File: src/rtl/fft_frame_reader.sv
// Read-side sequencer for the I2S double buffer. On each frame-ready edge it walks
// the buffer read address 0..DEPTH-1 and streams the samples to the FFT over a
// valid/ready link. A 2-entry skid buffer absorbs the one-cycle RAM read latency,
// so a stalled consumer never loses or duplicates a sample.
module fft_frame_reader #(
  parameter int DATA_WIDTH = 24,
  parameter int DEPTH      = 512,
  parameter int ADDR_WIDTH = 9,
  parameter int CNT_WIDTH  = 16
) (
  input  logic                  clk,
  input  logic                  reset,
  input  logic                  i_enable,
  input  logic                  i_buf_ready,
  output logic [ADDR_WIDTH-1:0] o_rd_addr,
  input  logic [DATA_WIDTH-1:0] i_rd_data,
  output logic [DATA_WIDTH-1:0] o_m_data,
  output logic                  o_m_valid,
  input  logic                  i_m_ready,
  output logic                  o_m_sof,
  output logic                  o_m_eof,
  output logic                  o_busy,
  output logic                  o_overrun,
  output logic [CNT_WIDTH-1:0]  o_frame_cnt,
  output logic [CNT_WIDTH-1:0]  o_drop_cnt
);

  // state  | meaning
  // IDLE   | waiting for a frame-ready edge, read address parked at 0
  // STREAM | issuing one read per cycle while the skid buffer has room
  // DRAIN  | last address issued, waiting for the eof beat to be accepted
  typedef enum logic [1:0] {IDLE, STREAM, DRAIN} state_t;

  localparam logic [ADDR_WIDTH-1:0] LAST_ADDR = ADDR_WIDTH'(DEPTH - 1);

  state_t                  state;
  logic                    buf_ready_q;
  logic                    armed;
  logic                    rd_pending;
  logic                    pend_sof;
  logic                    pend_eof;
  logic                    sk_valid;
  logic                    sk_sof;
  logic                    sk_eof;
  logic [DATA_WIDTH-1:0]   sk_data;
  logic                    frame_event;
  logic                    accept;
  logic                    credit;
  logic                    issue;
  logic [1:0]              occupancy;

  // A level already high when reset releases must not count as an edge,
  // so the detector is only armed once the input has been seen low.
  assign frame_event = i_buf_ready & ~buf_ready_q & armed;
  assign accept      = o_m_valid & i_m_ready;
  // Occupancy counts buffered samples plus the read in flight; the beat leaving
  // this cycle frees its slot early so a steady stream has no bubbles.
  assign occupancy   = {1'b0, o_m_valid} + {1'b0, sk_valid} + {1'b0, rd_pending};
  assign credit      = (occupancy - {1'b0, accept}) < 2'd2;
  assign issue       = (state == STREAM) & credit;
  assign o_busy      = (state != IDLE);

  // Frame-ready edge detector
  always_ff @(posedge clk) begin
    if (reset) begin
      buf_ready_q <= 1'b0;
      armed       <= ~i_buf_ready;
    end else begin
      buf_ready_q <= i_buf_ready;
      armed       <= armed | ~i_buf_ready;
    end
  end

  // Sequencer FSM: address walk, read tagging, frame/drop/overrun bookkeeping
  always_ff @(posedge clk) begin
    if (reset) begin
      state       <= IDLE;
      o_rd_addr   <= '0;
      rd_pending  <= 1'b0;
      pend_sof    <= 1'b0;
      pend_eof    <= 1'b0;
      o_overrun   <= 1'b0;
      o_frame_cnt <= '0;
      o_drop_cnt  <= '0;
    end else begin
      rd_pending <= issue;
      if (issue) begin
        pend_sof <= (o_rd_addr == '0);
        pend_eof <= (o_rd_addr == LAST_ADDR);
      end
      if (frame_event && (state != IDLE || !i_enable))
        o_drop_cnt <= o_drop_cnt + 1'b1;
      if (frame_event && state != IDLE)
        o_overrun <= 1'b1;
      case (state)
        IDLE: begin
          if (frame_event && i_enable) begin
            state     <= STREAM;
            o_rd_addr <= '0;
          end
        end
        STREAM: begin
          if (issue) begin
            if (o_rd_addr == LAST_ADDR) state <= DRAIN;
            else                        o_rd_addr <= o_rd_addr + 1'b1;
          end
        end
        DRAIN: begin
          if (accept && o_m_eof) begin
            state       <= IDLE;
            o_rd_addr   <= '0;
            o_frame_cnt <= o_frame_cnt + 1'b1;
          end
        end
        default: state <= IDLE;
      endcase
    end
  end

  // Output register plus one spare slot; the head holds steady while stalled
  always_ff @(posedge clk) begin
    if (reset) begin
      o_m_valid <= 1'b0;
      o_m_data  <= '0;
      o_m_sof   <= 1'b0;
      o_m_eof   <= 1'b0;
      sk_valid  <= 1'b0;
      sk_data   <= '0;
      sk_sof    <= 1'b0;
      sk_eof    <= 1'b0;
    end else if (!o_m_valid || i_m_ready) begin
      if (sk_valid) begin
        o_m_valid <= 1'b1;
        o_m_data  <= sk_data;
        o_m_sof   <= sk_sof;
        o_m_eof   <= sk_eof;
        sk_valid  <= rd_pending;
        if (rd_pending) begin
          sk_data <= i_rd_data;
          sk_sof  <= pend_sof;
          sk_eof  <= pend_eof;
        end
      end else begin
        o_m_valid <= rd_pending;
        if (rd_pending) begin
          o_m_data <= i_rd_data;
          o_m_sof  <= pend_sof;
          o_m_eof  <= pend_eof;
        end
      end
    end else if (rd_pending) begin
      sk_valid <= 1'b1;
      sk_data  <= i_rd_data;
      sk_sof   <= pend_sof;
      sk_eof   <= pend_eof;
    end
  end

endmodule

File: config.mk
export PLATFORM = sky130hd
export DESIGN_NAME = fft_frame_reader
export DESIGN_NICKNAME = d
export VERILOG_FILES = /design/src/rtl/fft_frame_reader.sv
export SDC_FILE = /design/constraint.sdc
export NUM_CORES = 1
export LEC_CHECK = 0
export CORE_MARGIN = 2
export CORE_UTILIZATION = 51
export CTS_CLUSTER_SIZE = 28
export DETAILED_ROUTE_END_ITERATION = 12
export PLACE_DENSITY = 0.8
export SLEW_MARGIN = 20
export SYNTH_ARGS = -nofsm -noshare
export SYNTH_HDL_FRONTEND = slang
export SYNTH_SLANG_ARGS = --single-unit
File: constraint.sdc
create_clock -name clk -period 3 [get_ports clk]
set_input_delay 0.45 -clock clk [delete_from_list [all_inputs] [get_ports clk]]
set_output_delay 0.45 -clock clk [all_outputs]
set_load 0.02 [all_outputs]
# After elaboration in Yosys (flattened, before gate mapping)
# Cells that the tools add are included.
# totals
elab_cells,89
output_inout_bits,70
reg_bits,103
# op_classes
eq_ne,9
n_bitwise,7
addsub,6
n_lt_le_gt_ge,1
n_mux,30
reduce_logical,18
# ops
operator,count
2-to-1 mux 24 bit,5
2-to-1 mux 9 bit,4
"adder 16 x 1 -> 16 bit, second input constant",2
case mux 9 bit (3 select lines),1
2-to-1 mux 1 bit,15
"inequality test 2 bit, second input constant",5
"adder 9 x 1 -> 9 bit, second input constant",1
"equality test 9 bit, second input constant",1
logical NOT 9 bit,1
2-to-1 mux 2 bit,4
case mux 2 bit (3 select lines),1
nonzero test 2 bit,3
AND reduction 5 bit,1
AND 1 bit,4
logical AND 1 bit,4
AND reduction 2 bit,2
AND reduction 4 bit,1
nonzero test 3 bit,1
adder 1 x 1 -> 2 bit,1
adder 2 x 1 -> 2 bit,1
"equality test 2 x 1 -> 1 bit, second input constant",1
"equality test 2 bit, second input constant",1
logical NOT 1 bit,2
logical NOT 2 bit,1
6 further kinds,8

# Logic depth before layout (Yosys ltp)
# Gate-level depths: netlist (run 1).
# logic_depth
ltp_word,7
depth_mapped,10
ltp_nobuf,9

# Worst setup path before layout (run 1)
# OpenSTA, ideal clock, no wires.
# synth_timing
path_kind,flip-flop to flip-flop
from,register o_m_valid
to,register o_rd_addr[5]
required_ps,2878
setup_time_ps,122
path_stages_with_launch,10
arrival_time_ps,2213
slack_ps,665
synth_period_minus_slack_ps,2335
path_cell_list,dfxtp_1 > and2_1 > ha_1 > inv_1 > ha_1 > a21oi_1 > mux2i_1 > and3b_1 > clkbuf_1 > a221o_1
# synth_via
elab_chain_cells,7
# synth_rtl
item,line_no,source
"start, declared",18,"output logic o_m_valid,"
"start signal, assigned",144,o_m_valid <= rd_pending;
adder 1 x 1 -> 2 bit,58,"assign occupancy = {1'b0, o_m_valid} + {1'b0, sk_valid} + {1'b0, rd_pending};"
adder 2 x 1 -> 2 bit,58,
subtractor 2 x 1 -> 2 bit,59,"assign credit = (occupancy - {1'b0, accept}) < 2'd2;"
< comparator 2 bit,59,
AND 1 bit,60,assign issue = (state == STREAM) & credit;
inequality test 2 bit (no source line),-,
AND reduction 5 bit (no source line) (*),-,
"end signal, assigned",105,else o_rd_addr <= o_rd_addr + 1'b1;
"end, declared",15,"output logic [ADDR_WIDTH-1:0] o_rd_addr,"
# Mark *: on every way between the ends. The rest lies on a longest branch, timed or not.
# A chain may end at the register's enable or synchronous reset.

# Worst setup path in the final report (run 1)
# layout_timing
from,input port i_m_ready
to,register o_rd_addr[5]
# layout_via
elab_chain_cells,6
# layout_rtl
item,line_no,source
"start, declared",19,"input logic i_m_ready,"
AND 1 bit (*),55,assign accept = o_m_valid & i_m_ready;
subtractor 2 x 1 -> 2 bit,59,
< comparator 2 bit,59,
AND 1 bit,60,
inequality test 2 bit (no source line),-,
AND reduction 5 bit (no source line) (*),-,
# Marks and branches as above.

==> results of run 1 <==
synth_stat cells, drive strengths merged, types with 10 or more instances:
library cell    n
dfxtp         103
nand2          71
nor2           56
a21oi          45
mux2i          29
a211oi         26
clkbuf         24
nand3          16
xnor2          13
buf            10
inv            10
o31ai          10
or4            10
cell families (layout without fill, tap and decap cells):
group	count (synthesis)	in the layout	share of synthesized area [%]
simple gates	220	220	24.48
flops	103	103	45.27
compound gates	100	100	13.79
buf+inv	44	130	3.956
mux	32	32	7.115
xor+xnor	18	18	3.462
fa+ha+maj	7	7	1.923
worst max-delay path, stage by stage:
cell and delay (ns):
clkdlybuf4s50_1 0.43, and2_1 0.17, ha_1 0.26, inv_1 0.04, ha_1 0.25, a21oi_1 0.33
xnor2_1 0.35, nor2_1 0.18, a221o_1 0.33
sequential cells by signal (all words and copies together) (netlist names), 2 cells and up:
register	cells
o_drop_cnt	16
o_frame_cnt	16
o_m_data	24
o_rd_addr	9
sk_data	24
state	2
per-layer routing:
| metal | part of all wire (%) | routed length, µm |
|---|---|---|
| met3 | 3.9 | 395 |
| met2 | 48 | 4877 |
| met4 | 1.6 | 162 |
| met1 | 46 | 4629 |
| met5 | 0 | 0 |
area by class of cell:
class | instances | area [µm²] | area share (%)
clock buffer | 9 | 123.9 | 2.139
clock inverter | 7 | 86.33 | 1.491
timing repair buffer | 104 | 1021 | 17.63
inverter | 10 | 37.54 | 0.6482
tap | 108 | 135.1 | 2.334
multi-input combinational | 377 | 2323 | 40.13
sequential | 103 | 2063 | 35.63
through the flow:
stage               total power, W  util (%)  setup WS (ns)  instances  cell area (µm²)
floorplan                 0.001551         -         0.6652        524             4554
global placement          0.001651     64.30         0.1421        702             5580
detailed placement        0.001656     64.30         0.1252        702             5580
CTS                       0.002525     66.72         0.5219        718             5791
global route              0.002611     66.72         0.3965        718             5791
finish                    0.002501     66.72         0.4845        718             5791
power by group through the flow:
stage                     sequential, W  combinational [W]  clock (W)
after floorplan                 0.00146          0.0000924          0
after global placement          0.00144           0.000212          0
after detailed placement        0.00144           0.000215          0
after CTS                       0.00141           0.000216   0.000899
after global routing            0.00141           0.000233   0.000965
final                           0.00141           0.000215   0.000877
how the worst max path moves through the flow:
stage / startpoint / end / slack (ns)
after detailed placement: i_m_ready / o_rd_addr[5] / 0.13
final: i_m_ready / o_rd_addr[5] / 0.48
after global routing: o_rd_addr[1] / o_rd_addr[0] / 0.40
after global placement: i_m_ready / o_rd_addr[6] / 0.14
after CTS: i_m_ready / o_rd_addr[5] / 0.52
after floorplan: o_m_valid / o_rd_addr[5] / 0.67
==> impl_results.md, run 1 <==
- Pleak: 1.919 nW
- Reg-to-Reg End: o_rd_addr[5]
- Post-synth top area cell: dfxtp_1
- Synth Area per Inst: 8.692 µm²
- Reg2Reg Depth: 8
- Initial antenna violation count: 0
- Layout cells sized above 1: 5.902%
- Final hold vios: 0
- Post-Syn Nets: 560
- Endpoints failing setup: 0
- M3 GR Usage: 4.113%
- Clk network pwr share: 35.1%
- Status: finished clean
- I/O pins: 99
- Mapped cell area: 4554 µm²
- Top cells by area, synth: dfxtp_1 (45%), mux2i_1 (6.4%), nand2_1 (5.9%)
- Fill cells: 734
- Post-CTS Resized: 0
- Most frequent cells in the layout: dfxtp_1 (102), clkdlybuf4s50_1 (97), nand2_1 (71)
- Vias in the first global route: 3718
- Hold path start: sk_data[3]
- Core Footprint: 8678 µm²
- Crit Path Max Fanout: 8
- Post CTS Setup Buffer Count: 0
- DRT iter0 DRCs: 104
- Post-route ant nets: 0
- Cts hold-fix bufs: 0
- Power per cell area: 431.9 nW/µm²
- Fin. max-slew vios: 0
- Peak Freq: 397.5 MHz
- DRC viols: 0
- Remaining Overflow, GRT: 0
- Clock Pin Slew Worst Setup and Hold Paths: 0.11 ns
- Seq pwr share: 56.3%
- Routed WL per cell: 14.02 µm
- Die footprint: 9702 µm²
- Nets@finish: 641
- Clk sinks: 103
- WHS Path Cells: 2
- Setup Skew: 0.01776 ns
- Chip Height: 98.50 µm
- Commonest non-fill, non-tap cell in the layout: dfxtp_1
- Max Cap Viol: 0
- Post-synth EDFFs: 0
- Number of buffers created by CTS: 9
- Hold EP: sk_data[3]
- Final min period: 2.515 ns
- CTS root buf: clkbuf_8
- Post-DP HPWL: 6884 µm
- Clock Latency Late Sink: 0.37 ns
- Mapped Cells: 524
- CTS tree: yes
- Post-synth top flop: dfxtp_1
- Layer with the highest usage: met2
- Data required, critical path: 3.27 ns
- Die W: 98.50 µm
- DRT Wirelength: 10060 µm
- Gr usage total: 20.63%
- Initial core utilization: 52.48%
- CP Capture Type: register
- Routability cong.: 0.8188
- GR Util met1: 27.20%
- Worst slew pin tran: 1.052 ns
- First-pass GRT wire length: 16870 µm
- Rel. slew slack: 29.70%
- Routed via count: 3983
- Yosys warns: 0
- Cell Int Power: 0.001829 W
- Vias per inst: 5.547
- Max IR drop VDD: 0.0002959 V
- Comb power frac: 8.6%
- Async SR Flop Fraction: 0%
- Number of H-tree levels: 3
- Synthesis-stage register bit count: 103
- Met2 Use GR: 34.28%
- RR Startpoint: o_m_valid
- Sequential-to-total area share from yosys stat: 45.27%
- Final worst-path cycle share: 83.85%
- Inserted Diodes: 0
- Reg2reg setup slack: 0.62 ns
- Longest Clk Path Bufs: 2
- Setup TNS: 0 ns
- Floorplan row count: 34
- Worst Path Arrival: 2.78 ns
- Worst hold path class: register to register
- Critical path type: input pin to register
- Cell variety after synth: 47
- Sw Pwr: 0.0006719 W
- Area Growth Syn to Fin: 27.14%
- Buffers on Ports: 98
- RSZ-0062 raised after global routing: false
- Final Hold Slack: 0.4612 ns
- Yosys top cell area share: 45.27%
- Largest net degree at the start of global routing: 53
- Worst setup SP type: input pin
- Drt first pass iters: 4
- Sw frac: 26.86%
(Power assumes the default switching activity.)
==> inputs of run 2 (changes only) <==
--- a/config.mk
+++ b/config.mk
@@ -6,10 +6,10 @@
 export NUM_CORES = 1
 export LEC_CHECK = 0
 export CORE_MARGIN = 2
-export CORE_UTILIZATION = 51
+export CORE_UTILIZATION = 46
 export CTS_CLUSTER_SIZE = 28
 export DETAILED_ROUTE_END_ITERATION = 12
-export PLACE_DENSITY = 0.8
+export PLACE_DENSITY = 0.76
 export SLEW_MARGIN = 20
 export SYNTH_ARGS = -nofsm -noshare
 export SYNTH_HDL_FRONTEND = slang
==> constraint.sdc (replaced) <==
create_clock -name clk -period 2.25 [get_ports clk]
set_input_delay 0.3375 -clock clk [delete_from_list [all_inputs] [get_ports clk]]
set_output_delay 0.3375 -clock clk [all_outputs]
set_load 0.02 [all_outputs]
==> impl_results.md, run 2 (synthesis gave the netlist of run 1 again) <==
- Chip Height: 103.5 µm (was 98.50 µm)
- First-pass GRT wire length: 18310 µm (was 16870 µm)
- Routed via count: 4037 (was 3983)
- Final hold vios: 0 (unchanged)
- CTS root buf: clkbuf_8 (unchanged)
- Initial antenna violation count: 0 (unchanged)
- Crit Path Max Fanout: 7 (was 8)
- Remaining Overflow, GRT: 0 (unchanged)
- Vias in the first global route: 4002 (was 3718)
- Data required, critical path: 2.50 ns (was 3.27 ns)
- Fin. max-slew vios: 0 (unchanged)
- Slowest CP cell: clkdlybuf4s50_1 (unchanged)
- Hold EP: o_drop_cnt[6] (was sk_data[3])
- Top Registers: o_m_data: 24 flops, sk_data: 24 flops (unchanged)
- Pleak: 1.998 nW (was 1.919 nW)
- Clock Pin Slew Worst Setup and Hold Paths: 0.10 ns (was 0.11 ns)
- Commonest non-fill, non-tap cell in the layout: dfxtp_1 (unchanged)
- Worst hold path class: input pin to register (was register to register)
- Fin cells: 756 (was 718)
- Buffers on Ports: 98 (unchanged)
- CTS tree: yes (unchanged)
- Layout cells sized above 1: 9.952% (was 5.902%)
- Routed WL per cell: 14.04 µm (was 14.02 µm)
- CP Capture Type: register (unchanged)
- Post-route ant nets: 0 (unchanged)
- Max incr delay on CP: 0.42 ns (was 0.43 ns)
- Setup TNS: 0 ns (unchanged)
- Post-DP HPWL: 7329 µm (was 6884 µm)
- Hold path start: reset (was sk_data[3])
- Critical path type: input pin to register (unchanged)
- Fin util: 62.17% (was 66.72%)
- Final worst-path cycle share: 96.11%
- Max IR drop VDD: 0.0003091 V (was 0.0002959 V)
- Final min period: 2.162 ns
- Initial core utilization: 47.03% (was 52.48%)
- Largest net degree at the start of global routing: 85 (was 53)
- Number of H-tree levels: 3 (unchanged)
- Reg2Reg Depth: 9 (was 8)
- Peak Freq: 462.4 MHz
- Max Cap Viol: 0 (unchanged)
- Reg2reg setup slack: 0.09 ns (was 0.62 ns)
- Floorplan row count: 36 (was 34)
- Cell Chain, Critical Path: clkdlybuf4s50_1, and2_1, ha_1, inv_1, ha_4, a21oi_4, mux2i_1, and3b_2, a221o_1 (was clkdlybuf4s50_1, and2_1, ha_1, inv_1, ha_1, a21oi_1, xnor2_1, nor2_1, a221o_1)
- Clk sinks: 103 (unchanged)
- Number of buffers created by CTS: 9 (unchanged)
- Die W: 103.5 µm (was 98.50 µm)
- Endpoints failing setup: 0 (unchanged)
- Nets@finish: 654 (was 641)
- Reg-to-Reg End: o_rd_addr[6] (was o_rd_addr[5])
- WHS Path Cells: 2 (unchanged)
- Post CTS Setup Buffer Count: 0 (unchanged)
- RR Startpoint: o_rd_addr[0] (was o_m_valid)
- Worst Path Arrival: 2.41 ns (was 2.78 ns)
- Cts hold-fix bufs: 0 (unchanged)
- Largest delay contributor family on the critical path: compound AO/OA/AOI/OAI gates (unchanged)
- Routability cong.: 0.8415 (was 0.8188)
- Setup Skew: 0.009920 ns (was 0.01776 ns)
- Longest Clk Path Bufs: 2 (unchanged)
- WP buf/inv: 2 (unchanged)
- DRT iter0 DRCs: 97 (was 104)
- Gr usage total: 20.20% (was 20.63%)
- Crit path depth: 9 (unchanged)
- DRT Wirelength: 10620 µm (was 10060 µm)
- Status: finished clean (unchanged)
- Core Footprint: 9684 µm² (was 8678 µm²)
- Drt first pass iters: 5 (was 4)
- Worst slew pin tran: 0.7056 ns (was 1.052 ns)
- Placed cell count: 740 (was 702)
- Clock Latency Late Sink: 0.36 ns (was 0.37 ns)
- Inserted Diodes: 0 (unchanged)
- Most frequent cells in the layout: dfxtp_1 (98), clkdlybuf4s50_1 (97), nand2_1 (71) (was dfxtp_1 (102), clkdlybuf4s50_1 (97), nand2_1 (71))
- Die footprint: 10710 µm² (was 9702 µm²)
- Rel. slew slack: 52.78% (was 29.70%)
- Worst setup SP type: input pin (unchanged)
- DRC viols: 0 (unchanged)
- Power per cell area: 561.1 nW/µm² (was 431.9 nW/µm²)
- Vias per inst: 5.340 (was 5.547)
- I/O pins: 99 (unchanged)
- Area Growth Syn to Fin: 32.20% (was 27.14%)
[run 2: cell types whose count changed in the layout (fill, tap and decap cells not counted), moves of 3 or more]
cell      delta
buf_12       +3
buf_4       +10
clkinv_8     -3
dfxtp_1      -4
dfxtp_2      +4
ha_1         -3
[run 2: layout make-up]
type,count,area [µm²]
fillers,828,3664
multi-input cells,377,2390
flip-flops and latches,103,2068
repair buffers,117,1156
well taps,133,166.4
clock buffers,9,123.9
clock inverters,7,78.83
inverters,10,37.54
[run 2: timing repair]
| action | CTS | global route |
|---|---|---|
| resized for setup | 4 | 10 |
| pin swaps | 0 | 3 |
| endpoints found under the hold margin | 0 | 0 |
| endpoints found under the setup margin | 2 | 10 |
[run 2: through the flow]
| step | power, W | hold slack (ns) | area [µm²] | worst slack, ns |
|---|---|---|---|---|
| final | 0.003378 | 0.3511 | 6021 | 0.08753 |
| after global placement | 0.002216 | 0.4413 | 5752 | -0.3421 |
| after detailed placement | 0.002224 | 0.4465 | 5752 | -0.3914 |
| after floorplan | 0.002069 | 0.4137 | 4559 | 0.002944 |
| after CTS | 0.003418 | 0.3369 | 5977 | 0.007299 |
| after global routing | 0.003521 | 0.3565 | 6021 | -0.05318 |
[run 2: how the worst max path moves through the flow]
stage / to / start
after floorplan: o_rd_addr[5] / o_rd_addr[0]
after global placement: o_rd_addr[6] / i_m_ready
after detailed placement: o_rd_addr[6] / i_m_ready
after CTS: o_busy / state[1]
after global routing: o_rd_addr[6] / o_rd_addr[0]
final: o_rd_addr[6] / i_m_ready
[run 2: where the power goes]
| group | internal (W) | leakage, nW | switching [W] |
|---|---|---|---|
| sequential | 0.00185 | 0.835 | 0.0000224 |
| combinational | 0.000152 | 1.07 | 0.000158 |
| clock | 0.000528 | 0.0982 | 0.000664 |
| total | 0.00253 | 2.00 | 0.000844 |
[run 2: per-layer routing]
layer / up-vias / GRT usage (%) / share of wire, %
met5: - / 0 / 0
met4: 0 / 7.722 / 1.9
met3: 18 / 4.720 / 4.1
met2: 87 / 35.24 / 50
met1: 1880 / 24.14 / 44
li1: 2052 / - / -
